--- config.mk ---
export PLATFORM = sky130hd
export DESIGN_NAME = micro_program_automate
export DESIGN_NICKNAME = d
export VERILOG_FILES = /design/src/rtl/micro_program_automate_pkg.sv /design/src/rtl/micro_program_automate_input_sync.sv /design/src/rtl/micro_program_automate.sv
export SDC_FILE = /design/constraint.sdc
export NUM_CORES = 1
export LEC_CHECK = 0
export BUFFER_PORTS_ARGS = -buffer_cell sky130_fd_sc_hd__buf_2
export CORE_MARGIN = 2
export CORE_UTILIZATION = 52
export DETAILED_ROUTE_END_ITERATION = 12
export PLACE_DENSITY = 0.74
export SYNTH_ARGS = -nofsm -noshare
export SYNTH_HDL_FRONTEND = slang
export SYNTH_SLANG_ARGS = --single-unit
--- constraint.sdc ---
create_clock -name clk -period 2.1 [get_ports clk]
set_input_delay 0.21 -clock clk [delete_from_list [all_inputs] [get_ports clk]]
set_output_delay 0.21 -clock clk [all_outputs]
set_load 0.02 [all_outputs]
--- src/rtl/micro_program_automate_pkg.sv ---
// Shared types and default timing for the SM2201 microprogram automaton.
package micro_program_automate_pkg;

    typedef enum logic [2:0] {
        ST_IDLE,
        ST_REG,
        ST_WAIT_TIM,
        ST_STROBE1,
        ST_GAP,
        ST_STROBE2,
        ST_CHECK,
        ST_DONE
    } state_e;

    localparam logic [1:0] CAMAC_ADDR = 2'b00;

    localparam int unsigned DEF_SYNC_STAGES = 2;
    localparam int unsigned DEF_C1_CYCLES   = 4;
    localparam int unsigned DEF_GAP_CYCLES  = 2;
    localparam int unsigned DEF_C2_CYCLES   = 4;
    localparam int unsigned DEF_REG_CYCLES  = 3;
    localparam int unsigned DEF_TIM_TIMEOUT = 64;
    localparam int unsigned DEF_RETRY_MAX   = 3;

    // Phase and retry counters; wide enough for any timing constant below 256.
    localparam int unsigned CNT_W = 8;

endpackage

--- src/rtl/micro_program_automate_input_sync.sv ---
// N-stage synchronizer for asynchronous inputs, with selectable reset value.
module micro_program_automate_input_sync #(
    parameter int unsigned          STAGES  = 2,
    parameter int unsigned          WIDTH   = 1,
    parameter logic [WIDTH-1:0]     RST_VAL = '0
) (
    input  logic             clk,
    input  logic             rst_n,
    input  logic [WIDTH-1:0] d_i,
    output logic [WIDTH-1:0] q_o
);

    logic [WIDTH-1:0] stage_q [STAGES];

    // Shift chain; first stage samples the raw input.
    always_ff @(posedge clk or negedge rst_n) begin
        if (!rst_n) begin
            for (int i = 0; i < int'(STAGES); i++) begin
                stage_q[i] <= RST_VAL;
            end
        end else begin
            stage_q[0] <= d_i;
            for (int i = 1; i < int'(STAGES); i++) begin
                stage_q[i] <= stage_q[i-1];
            end
        end
    end

    assign q_o = stage_q[STAGES-1];

endmodule

--- src/rtl/micro_program_automate.sv ---
// Control FSM of the SM2201 ISA-CAMAC board: turns an ISA select into a timed
// CAMAC strobe sequence (with X-retry) or a short local register access.
module micro_program_automate
    import micro_program_automate_pkg::*;
#(
    parameter int unsigned SYNC_STAGES = DEF_SYNC_STAGES,
    parameter int unsigned C1_CYCLES   = DEF_C1_CYCLES,
    parameter int unsigned GAP_CYCLES  = DEF_GAP_CYCLES,
    parameter int unsigned C2_CYCLES   = DEF_C2_CYCLES,
    parameter int unsigned REG_CYCLES  = DEF_REG_CYCLES,
    parameter int unsigned TIM_TIMEOUT = DEF_TIM_TIMEOUT,
    parameter int unsigned RETRY_MAX   = DEF_RETRY_MAX
) (
    input  logic       clk,
    input  logic       reset,
    input  logic [1:0] a,
    input  logic       w,
    input  logic       sel,
    input  logic       tim,
    input  logic       ie,
    input  logic       cx1,
    output logic       rdy,
    output logic       c1,
    output logic       c2,
    output logic       sel2,
    output logic       x0,
    output logic       x1
);

    logic [1:0] a_s;
    logic       w_s, sel_s, tim_s, ie_s, cx1_s;

    // sel synchronizer resets high so a select held through reset is not seen as an edge.
    micro_program_automate_input_sync #(.STAGES(SYNC_STAGES), .WIDTH(1), .RST_VAL(1'b1))
        u_sync_sel (.clk(clk), .rst_n(reset), .d_i(sel), .q_o(sel_s));
    micro_program_automate_input_sync #(.STAGES(SYNC_STAGES), .WIDTH(2), .RST_VAL(2'b00))
        u_sync_a   (.clk(clk), .rst_n(reset), .d_i(a),   .q_o(a_s));
    micro_program_automate_input_sync #(.STAGES(SYNC_STAGES), .WIDTH(1), .RST_VAL(1'b0))
        u_sync_w   (.clk(clk), .rst_n(reset), .d_i(w),   .q_o(w_s));
    micro_program_automate_input_sync #(.STAGES(SYNC_STAGES), .WIDTH(1), .RST_VAL(1'b0))
        u_sync_tim (.clk(clk), .rst_n(reset), .d_i(tim), .q_o(tim_s));
    micro_program_automate_input_sync #(.STAGES(SYNC_STAGES), .WIDTH(1), .RST_VAL(1'b0))
        u_sync_ie  (.clk(clk), .rst_n(reset), .d_i(ie),  .q_o(ie_s));
    micro_program_automate_input_sync #(.STAGES(SYNC_STAGES), .WIDTH(1), .RST_VAL(1'b0))
        u_sync_cx1 (.clk(clk), .rst_n(reset), .d_i(cx1), .q_o(cx1_s));

    state_e             state_q, state_d;
    logic [CNT_W-1:0]   cnt_q, cnt_d;
    logic [CNT_W-1:0]   retry_q, retry_d;
    logic [1:0]         x_q, x_d;
    logic               w_q, w_d;
    logic               sel_prev_q;
    logic               rdy_q, rdy_d, c1_q, c1_d, c2_q, c2_d, sel2_q, sel2_d;
    logic               sel_rise;
    logic               w_unused;

    // Latched direction is kept for the datapath but not consumed by this block.
    assign w_unused = w_q;
    assign sel_rise = sel_s & ~sel_prev_q;

    // State, counters and registered outputs.
    always_ff @(posedge clk or negedge reset) begin
        if (!reset) begin
            state_q    <= ST_IDLE;
            cnt_q      <= '0;
            retry_q    <= '0;
            x_q        <= 2'b00;
            w_q        <= 1'b0;
            sel_prev_q <= 1'b1;
            rdy_q      <= 1'b1;
            c1_q       <= 1'b0;
            c2_q       <= 1'b0;
            sel2_q     <= 1'b0;
        end else begin
            state_q    <= state_d;
            cnt_q      <= cnt_d;
            retry_q    <= retry_d;
            x_q        <= x_d;
            w_q        <= w_d;
            sel_prev_q <= sel_s;
            rdy_q      <= rdy_d;
            c1_q       <= c1_d;
            c2_q       <= c2_d;
            sel2_q     <= sel2_d;
        end
    end

    // Next-state logic; outputs are decoded from the next state so they register with it.
    always_comb begin
        state_d = state_q;
        cnt_d   = cnt_q;
        retry_d = retry_q;
        x_d     = x_q;
        w_d     = w_q;

        unique case (state_q)
            ST_IDLE: begin
                if (sel_rise) begin
                    x_d     = a_s;
                    w_d     = w_s;
                    retry_d = '0;
                    cnt_d   = '0;
                    state_d = (a_s == CAMAC_ADDR) ? ST_WAIT_TIM : ST_REG;
                end
            end
            ST_REG: begin
                if (cnt_q == CNT_W'(REG_CYCLES - 1)) begin
                    cnt_d   = '0;
                    state_d = ST_DONE;
                end else begin
                    cnt_d = cnt_q + 1'b1;
                end
            end
            ST_WAIT_TIM: begin
                if (tim_s) begin
                    cnt_d   = '0;
                    state_d = ST_STROBE1;
                end else if (cnt_q == CNT_W'(TIM_TIMEOUT - 1)) begin
                    cnt_d   = '0;
                    state_d = ST_DONE;
                end else begin
                    cnt_d = cnt_q + 1'b1;
                end
            end
            ST_STROBE1: begin
                if (cnt_q == CNT_W'(C1_CYCLES - 1)) begin
                    cnt_d   = '0;
                    state_d = ST_GAP;
                end else begin
                    cnt_d = cnt_q + 1'b1;
                end
            end
            ST_GAP: begin
                if (cnt_q == CNT_W'(GAP_CYCLES - 1)) begin
                    cnt_d   = '0;
                    state_d = ST_STROBE2;
                end else begin
                    cnt_d = cnt_q + 1'b1;
                end
            end
            ST_STROBE2: begin
                if (cnt_q == CNT_W'(C2_CYCLES - 1)) begin
                    cnt_d   = '0;
                    state_d = ST_CHECK;
                end else begin
                    cnt_d = cnt_q + 1'b1;
                end
            end
            ST_CHECK: begin
                if (!cx1_s && ie_s && (retry_q < CNT_W'(RETRY_MAX))) begin
                    retry_d = retry_q + 1'b1;
                    state_d = ST_WAIT_TIM;
                end else begin
                    state_d = ST_DONE;
                end
            end
            ST_DONE: begin
                if (!sel_s) begin
                    state_d = ST_IDLE;
                end
            end
            default: state_d = ST_IDLE;
        endcase

        c1_d   = (state_d == ST_STROBE1);
        c2_d   = (state_d == ST_STROBE2);
        sel2_d = (state_d != ST_IDLE) && (state_d != ST_DONE);
        rdy_d  = ~sel2_d;
    end

    assign rdy  = rdy_q;
    assign c1   = c1_q;
    assign c2   = c2_q;
    assign sel2 = sel2_q;
    assign x0   = x_q[0];
    assign x1   = x_q[1];

endmodule

After elaboration in Yosys (flattened, before gate mapping)

Index checks and enable logic that the tools add are counted.

$lt $le $gt $ge: 1
$add $sub $neg: 2
Bitwise gates (word level): 3
Reductions and logical operators: 13
Eq/ne operators: 16
Mux-type cells: 20

Operators with widths:

| operator                                                                      | number |
|---|---|
| 8-bit two-way mux                                                             | 7 |
| 8-bit one-hot mux with 5 select lines                                         | 1 |
| 3-bit two-way mux                                                             | 9 |
| 3-bit one-hot mux with 8 select lines                                         | 1 |
| 8-bit by 1-bit adder with 8-bit output (second input constant)                | 2 |
| 8-bit by 2-bit == test with 1-bit output (second input constant)              | 2 |
| 8-bit one-hot mux with 2 select lines                                         | 1 |
| 3-bit == test (second input constant)                                         | 5 |
| 3-bit by 2-bit == test with 1-bit output (second input constant)              | 3 |
| 8-bit by 1-bit == test with 1-bit output (second input constant)              | 1 |
| 8-bit by 6-bit == test with 1-bit output (second input constant)              | 1 |
| 8-bit by 2-bit less-than comparator with 1-bit output (second input constant) | 1 |
| 5-bit nonzero test                                                            | 1 |
| 2-bit inequality test (second input constant)                                 | 2 |
| 2-bit AND reduction                                                           | 2 |
| 3-bit by 1-bit == test with 1-bit output (second input constant)              | 1 |
| 1-bit logical AND                                                             | 3 |
| 3-bit logical NOT                                                             | 1 |
| 3-bit inequality test (second input constant)                                 | 1 |
| 3-bit AND reduction                                                           | 1 |
| 3-bit nonzero test                                                            | 1 |
| 2-bit logical NOT                                                             | 1 |
| 2-bit two-way mux                                                             | 1 |
| 1-bit inverter                                                                | 2 |
| other kinds (4)                                                               | 4 |

Output and inout bits: 6
Register bits: 38
Input port bits: 9
Word-level logic and storage cells: 74

Longest topological paths before layout

Gate-level depths: netlist of the first run.

Depth after elaboration: 8
Gate-level depth with buffers: 8
Gate-level depth less buffers: 8

Hierarchy

Synthesis of the first run repeated with hierarchy kept, for this count alone.

Cell total of the unflattened synthesis: 167
Area total of the unflattened synthesis: 1739.2 µm²

By module, submodules not included:

| module                                              | instances | area an instance (µm²) | cells an instance |
|---|---|---|---|
| micro_program_automate                              | 1         | 1421.4                 | 153 |
| micro_program_automate_input_sync at u_sync_cx1 ... | 3         | 50.0                   | 2 |
| micro_program_automate_input_sync at u_sync_a       | 1         | 115.1                  | 6 |
| micro_program_automate_input_sync at u_sync_sel     | 1         | 52.6                   | 2 |

Least setup slack after synthesis of the first run

OpenSTA, ideal clock, no wires.

Path type: register to register
Start point: reg cnt_q[0]
End point: reg rdy_q, in the netlist rdy
Data arrival time: 1.920 ns
Stages on the path, launching flop included: 8
Setup slack: 0.101 ns
Data required time: 2.021 ns
Cells stage by stage: dfrtp_1 ha_1 nor3b_1 nand2_1 a32o_1 a221oi_2 nor2_2 a22o_1

Longest elaborated chain between the ends: 7
Elaborated cells between the ends (all ways): 15
Those cells by class: eq/ne (5); mux (7); bitwise (1); reduce/logical (2)

RTL lines:

| what                                                        | line                          | RTL |
|---|---|---|
| start: declaration                                          | micro_program_automate.sv:48  | `logic [CNT_W-1:0] cnt_q, cnt_d;` |
| start signal: assignment                                    | micro_program_automate.sv:76  | `cnt_q <= cnt_d;` |
| 8-bit by 6-bit == test with 1-bit output                    | micro_program_automate.sv:118 | `end else if (cnt_q == CNT_W'(TIM_TIMEOUT - 1)) begin` |
| 3-bit two-way mux                                           | micro_program_automate.sv:118 |  |
| 3-bit two-way mux                                           | micro_program_automate.sv:115 | `if (tim_s) begin` |
| 3-bit one-hot mux with 8 select lines *                     | micro_program_automate.sv:96  | `unique case (state_q)` |
| 3-bit inequality test or 3-bit nonzero test (tied branches) | micro_program_automate.sv:167 | `sel2_d = (state_d != ST_IDLE) && (state_d != ST_DONE);` |
| 1-bit logical AND *                                         | micro_program_automate.sv:167 |  |
| 1-bit inverter *                                            | micro_program_automate.sv:168 | `rdy_d = ~sel2_d;` |
| named net rdy_d                                             | micro_program_automate.sv:53  | `logic rdy_q, rdy_d, c1_q, c1_d, c2_q, c2_d, sel2_q, sel2_d;` |
| end signal: assignment                                      | micro_program_automate.sv:81  | `rdy_q <= rdy_d;` |
| end: declaration                                            | micro_program_automate.sv:53  |  |

The timed path passes the listed nets; every way through them passes the cells marked *.
A chain may end at the register's enable or synchronous reset.

Final worst setup path of the first run

Start point: reg state_q[2]
End point: reg sel2_q, in the netlist sel2

Longest elaborated chain between the ends: 5
Elaborated cells between the ends (all ways): 20
Those cells by class: eq/ne (8); mux (9); reduce/logical (3)

RTL lines:

| what                                                        | line                          | RTL |
|---|---|---|
| start: declaration                                          | micro_program_automate.sv:47  | `state_e state_q, state_d;` |
| start signal: assignment                                    | micro_program_automate.sv:75  | `state_q <= state_d;` |
| 3-bit two-way mux                                           | micro_program_automate.sv:118 |  |
| 3-bit two-way mux                                           | micro_program_automate.sv:115 |  |
| 3-bit one-hot mux with 8 select lines *                     | micro_program_automate.sv:96  |  |
| named net state_d[2]                                        | micro_program_automate.sv:47  |  |
| 3-bit inequality test or 3-bit nonzero test (tied branches) | micro_program_automate.sv:167 |  |
| 1-bit logical AND *                                         | micro_program_automate.sv:167 |  |
| named net sel2_d                                            | micro_program_automate.sv:53  |  |
| end signal: assignment                                      | micro_program_automate.sv:84  | `sel2_q <= sel2_d;` |
| end: declaration                                            | micro_program_automate.sv:53  |  |

Marked as above.

==> metrics, run 1 <==
Avg Inst Size Synth=around 11 um^2; All-Layer GR Usage=21.6%; DRT iter0 DRCs=around 150; critical path type=reg2reg; DP HPWL=roughly 2300 um; count of different cell masters after synthesis=50; M2 GR Usage=between 30% and 40%; via count of the first global-routing pass=roughly 1300; Final Max Slew Viols=0; global route overflow=0; FMAX=483 MHz; Seq/Total Area, Yosys=~55%; Worst Hold Margin=0.361 ns; Peak VDD IR=820 uV; clk_lat worst skew=roughly 0.36 ns; worst-margin pin slew=about 0.81 ns; Port Buf Inserts=13; IO Pins=15; flops & latches, synth=38; CP peak stage delay=approximately 0.52 ns; GPL Wtd Cong=roughly 0.91; ys async rst share=between 90% and 100%; clk slew on worst S/H paths=about 0.12 ns; CTS tree=yes; share of layout cells above drive strength 1=a little under a third; CTS max path bufs=2; Clock Tree Root=clkbuf_4; syn nets=roughly 170; Buf/Inv on CP=1; worst path required time=between 2 and 2.5 ns; dominant synthesized flop cell=dfrtp_1; ant diodes=0; Core Region=roughly 0.0031 mm^2; fill count=~230; most frequent CP cell=nor2_1; Final WS setup=roughly 0.030 ns; M1 GR Usage=26.4%; outcome=finished clean; peak fanout along the critical path=10; clock skew=approximately 0.011 ns; Max Cap Violations=0; Crit path arrival time=2.34 ns; final core occ=a little under three quarters; Setup Slack @ Placement=-0.0411 ns; Std-Cell Rows=20; Leak=approximately 1 nW; Num Clock Sinks=38; largest net degree at the start of global routing=39; P&R area growth vs syn=27.4%; H-tree depth=2; initial antenna violation count=0; PD cells=between 1000 and 1500 mW/mm^2; busiest layer in global routing=met2; Syn Inst Count=roughly 160; via count=1393; Post-synth EDFFs=0; total CTS buffers=5; # DRC=0; Starting Density=55.8%; Die W=around 60 um; final setup violation count=0; post-DR wirelength/cell=15.6 um; worst min-delay path class=reg2reg; relative slew slack=roughly 46%; chip height=between 60 and 70 um; fin nets=211; critical path endpoint category=register; min Tclk post-route=between 2 and 2.5 ns; vias per cell=approximately 5.7; Ys Warns=0; DRT antenna net count=0; final hold viol count=0; CP startpoint kind=register; first-pass iteration count of the detailed router=4; WL final=around 3800 um; CP delay by family, top=compound AO/OA/AOI/OAI gates; met3 usage=between 7 and 8%; die area=between 0.003 and 0.004 mm^2; part of the cycle the worst path needs=between 90% and 100%; crit path cell chain=buf_4 > nor2_1 > nand2_1 > o41ai_1 > a211o_1 > nor2_1 > a22oi_1; Netlist Area Pre-Place=0.00173 mm^2; first-pass GRT wire length=around 5700 um; CP max-delay cell=dfrtp_1
stage by stage:
step | TNS (ns) | power (W) | area [um^2] | instances
2_1_floorplan | 0 | 0.00172 | 1730 | 159
3_3_place_gp | 0 | 0.00197 | 1910 | 222
3_5_place_dp | -0.0411 | 0.00202 | 1910 | 222
4_1_cts | 0 | 0.00275 | 2120 | 237
5_1_grt | -0.0252 | 0.00317 | 2210 | 243
6_report | 0 | 0.00301 | 2210 | 243
layer usage:
layer,vias to the layer above,wire length [um]
met5,-,0
met2,46,1930
li1,656,-
met1,682,1610
met3,9,179
met4,0,65
layout by cell type, fill, tap and decap left out, drive strengths merged, types with 4 or more instances in the layout:
cell type    Yosys  routed
a21oi            5       6
inv              8       8
clkbuf           2       5
and2             6       6
ha               4       4
nand2           16      16
o21ai            8       8
or2              4       4
dlygate4sd3      0       7
dfstp            4       4
nand3            6       6
dfrtp           34      34
buf              3      29
nor3             5       5
nor2            12      12
cell usage after synthesis (all sizes together) (3+ instances only):
master	number	area share [%]
buf	3	0.79
dfrtp	34	49
a21oi	5	2.1
nand3	6	1.7
dfstp	4	6.1
o21ai	8	2.3
nor2	12	3.2
nor3	5	1.4
and2	6	2.2
or2	4	1.4
ha	4	2.9
inv	8	1.7
nand2	16	3.5
cells by family after synthesis:
family,after synthesis,share of synthesized area [%]
AOI/OAI and AO/OA,36,16.1
muxes,4,2.46
and+or+nand+nor,62,19.4
xor gates and xnor gates,2,1.01
DFF,38,55.2
buffers and inverters,13,2.96
adders and majority gates,4,2.89
layout make-up:
class                   instances  area [um^2]  share of cell area (%)
inverters                       8         30.0                    1.36
clock inverters                 3         68.8                    3.12
well taps                      44         55.1                    2.50
clock buffers                   5         37.5                    1.70
flip-flops and latches         38          957                    43.4
multi-input cells             109          802                    36.4
repair buffers                 36          255                    11.6
final timing paths:
kind	cells after the start	from	end	slack, ns
min reg2reg	0	u_sync_a.stage_q[3]	u_sync_a.q_o[1]	0.36
max reg2reg	7	state_q[2]	sel2	0.03
max in group asynchronous	2	reset	cnt_q[4]	1.09
max	7	state_q[2]	sel2	0.03
min	0	u_sync_a.stage_q[3]	u_sync_a.q_o[1]	0.36
min in group asynchronous	2	reset	cnt_q[6]	0.46
repair_timing:
action | CTS | global route
cloned | 0 | 1
pin swaps | 0 | 5
hold endpoints to repair | 40 | 0
gates resized for setup | 5 | 7
hold buffers | 7 | 0
endpoints found under the setup margin | 4 | 5
setup buffers | 0 | 5
flip-flops by register name (all words and copies together) (netlist names), 2 cells and up:
register,flops
u_sync_a.stage_q,2
state_q,3
u_sync_a.q_o,2
x_q,2
cnt_q,8
retry_q,8
power breakdown:
group | switching [W] | internal, W | total (W)
Sequential | 0.000115 | 0.000863 | 0.000979
Combinational | 0.000768 | 0.000629 | 0.00140
Clock | 0.000260 | 0.000372 | 0.000632
Power figures use the tool's default switching activity.
==> run 2: changes to the inputs <==
==> constraint.sdc (replaced) <==
create_clock -name clk -period 1.8 [get_ports clk]
set_input_delay 0.18 -clock clk [delete_from_list [all_inputs] [get_ports clk]]
set_output_delay 0.18 -clock clk [all_outputs]
set_load 0.01 [all_outputs]
==> run 2 against run 1 <==
  * The run now ends with negative setup slack left
  * Global-route usage is 0.88 points higher
  * Non-clock buffer count up 18
  * Flip-flop and latch count unchanged
  * Critical path depth down 1
  * Sequential power increased by 14%
  * Hold slack worse by 0.0031 ns
  * Clock power rose by 16%
  * Die area did not move
  * Wire length increased by 1.7%
  * Critical path type unchanged
  * Critical endpoint is now cnt_q[4]
  * Highest routed layer unchanged
==> metrics, run 2 (same netlist as run 1, synthesis figures left out) <==
IO Pins=15 (unchanged); DRT antenna net count=0 (unchanged); global route overflow=0 (unchanged); Finished Layout Cells=260 (+7.0%); FMAX=501 MHz (+3.8%); total CTS buffers=5 (unchanged); DRT iter0 DRCs=82 (-47%); final instance area=0.00237 mm^2 (+7.5%); GPL Wtd Cong=0.888 (-2.6%); CP startpoint kind=register; DP HPWL=2500 um (+6.8%); outcome=finished, violations left; vias per cell=5.57 (-2.9%); failing checks=negative setup slack; All-Layer GR Usage=22.4% (+0.88 points); clk_lat worst skew=0.35 ns (about the same); clk slew on worst S/H paths=0.12 ns (about the same); via count of the first global-routing pass=1354 (+8.0%); Pwr Total=0.00358 W (+19%); initial antenna violation count=0 (unchanged); H-tree depth=2 (unchanged); CTS max path bufs=2 (unchanged); final hold viol count=0 (unchanged); ant diodes=0 (unchanged); largest net degree at the start of global routing=39 (unchanged); critical path type=reg2reg; largest registers=cnt_q x8, retry_q x8, state_q x3; worst min-delay path class=reg2reg; CP delay by family, top=simple AND/OR/NAND/NOR gates; relative slew slack=45.5% (-0.55 points); via count=1447 (+3.9%); Multi-input gate area=820 um^2 (+2.2%); P&R area growth vs syn=37.0%; Leak=1.11 nW (+8.7%); CP peak stage delay=0.59 ns (+0.07 ns); worst-margin pin slew=0.818 ns (+0.00820 ns); WL final=3850 um (+1.7%); Max Cap Violations=0 (unchanged); PD cells=1510 mW/mm^2 (+11%); chip height=61.7 um (unchanged); Starting Density=55.8% (unchanged); peak fanout along the critical path=7 (-3); die area=0.00381 mm^2 (unchanged); Buf/Inv on CP=0 (-1); Num Clock Sinks=38 (unchanged); Port Buf Inserts=13 (unchanged); CTS tree=yes; worst path required time=2.05 ns (-0.32 ns); Final WS setup=-0.195 ns (-0.225 ns); Post-DP Area=0.00210 mm^2 (+9.6%); post-DR wirelength/cell=14.8 um (-5.0%); crit path cell chain=or4_4 > nor2_4 > a31oi_4 > a21oi_4 > nor3_2 > a211o_1; CP max-delay cell=or4_4; min Tclk post-route=2.00 ns (-0.0751 ns); first-pass iteration count of the detailed router=4 (unchanged); RSZ-0062 raised after global routing=yes; DP Cell Count=238 (+7.2%); part of the cycle the worst path needs=111% (+12 points); commonest non-fill, non-tap cell in the layout=buf_4; Peak VDD IR=878 uV (+7.0%); Core Region=0.00310 mm^2 (unchanged); fill count=209 (-9.9%); Setup Slack @ Placement=-0.134 ns (-0.0928 ns); Final Max Slew Viols=0 (unchanged); Die W=61.7 um (unchanged); Std-Cell Rows=20 (unchanged); fin nets=228 (+8.1%); clock skew=0.0108 ns (+0.0000339 ns); Crit path arrival time=2.24 ns (-0.10 ns); commonest non-fill, non-tap cells in the layout=buf_4 (33), dfrtp_1 (32), nand2_1 (15); first-pass GRT wire length=6090 um (+6.1%); register area=958 um^2 (+0.13%); Clock Tree Root=clkbuf_4; share of layout cells above drive strength 1=40.3% (+9.1 points); # DRC=0 (unchanged); final setup violation count=11 (+11); TNS Setup=-1.53 ns (-1.53 ns); critical path endpoint category=register
run 2: timing repair:
item / 4_1_cts / 5_1_grt
gates resized for setup: 5 / 7
endpoints found under the hold margin: 40 / 0
setup buffers: 3 / 4
endpoints found under the setup margin: 11 / 13
hold buffers: 7 / 0
pin swaps: 3 / 7
run 2: final cells by class:
type	count	share of cell area, %
sequential	38	40.4
multi-input combinational	108	34.5
inverter	8	1.27
clock buffer	5	1.58
tap	44	2.32
clock inverter	3	2.90
timing repair buffer	54	17.0
run 2: metal layers:
metal	share of wire (%)	global-route usage [%]	wire length (um)	vias to the layer above
li1	-	-	-	681
met1	43	28.8	1640	712
met2	51	36.1	1970	42
met3	3.5	3.93	133	12
met4	2.8	12.5	106	0
met5	0	0	0	-
run 2: worst paths after layout:
path / slack [ns] / startpoint / endpoint / depth (start not counted)
max in group asynchronous: 0.79 / reset / cnt_q[1] / 2
min: 0.36 / u_sync_ie.stage_q[1] / u_sync_ie.q_o / 0
max reg2reg: -0.20 / cnt_q[3] / cnt_q[4] / 6
max: -0.20 / cnt_q[3] / cnt_q[4] / 6
min in group asynchronous: 0.44 / reset / cnt_q[6] / 2
min reg2reg: 0.36 / u_sync_ie.stage_q[1] / u_sync_ie.q_o / 0
run 2: worst reg2reg max path: cells and delay by family (launching register included):
family / cells / cell delay, ns
AO/OA/AOI/OAI: 3 / 0.63
flip-flops: 1 / 0.42
AND/OR/NAND/NOR: 3 / 0.84
run 2: power by group:
| group | internal [W] | switching, W | total (W) |
|---|---|---|---|
| combinational | 0.000853 | 0.000873 | 0.00173 |
| sequential | 0.00101 | 0.000109 | 0.00112 |
| clock | 0.000434 | 0.000296 | 0.000731 |
| total | 0.00230 | 0.00128 | 0.00358 |
run 2: stage by stage:
step | util, % | hold slack (ns)
after global routing | 76.5 | 0.369
after CTS | 74.5 | 0.361
after detailed placement | 67.6 | 0.288
after floorplan | - | -0.116
after global placement | 67.6 | 0.287
final | 76.5 | 0.358
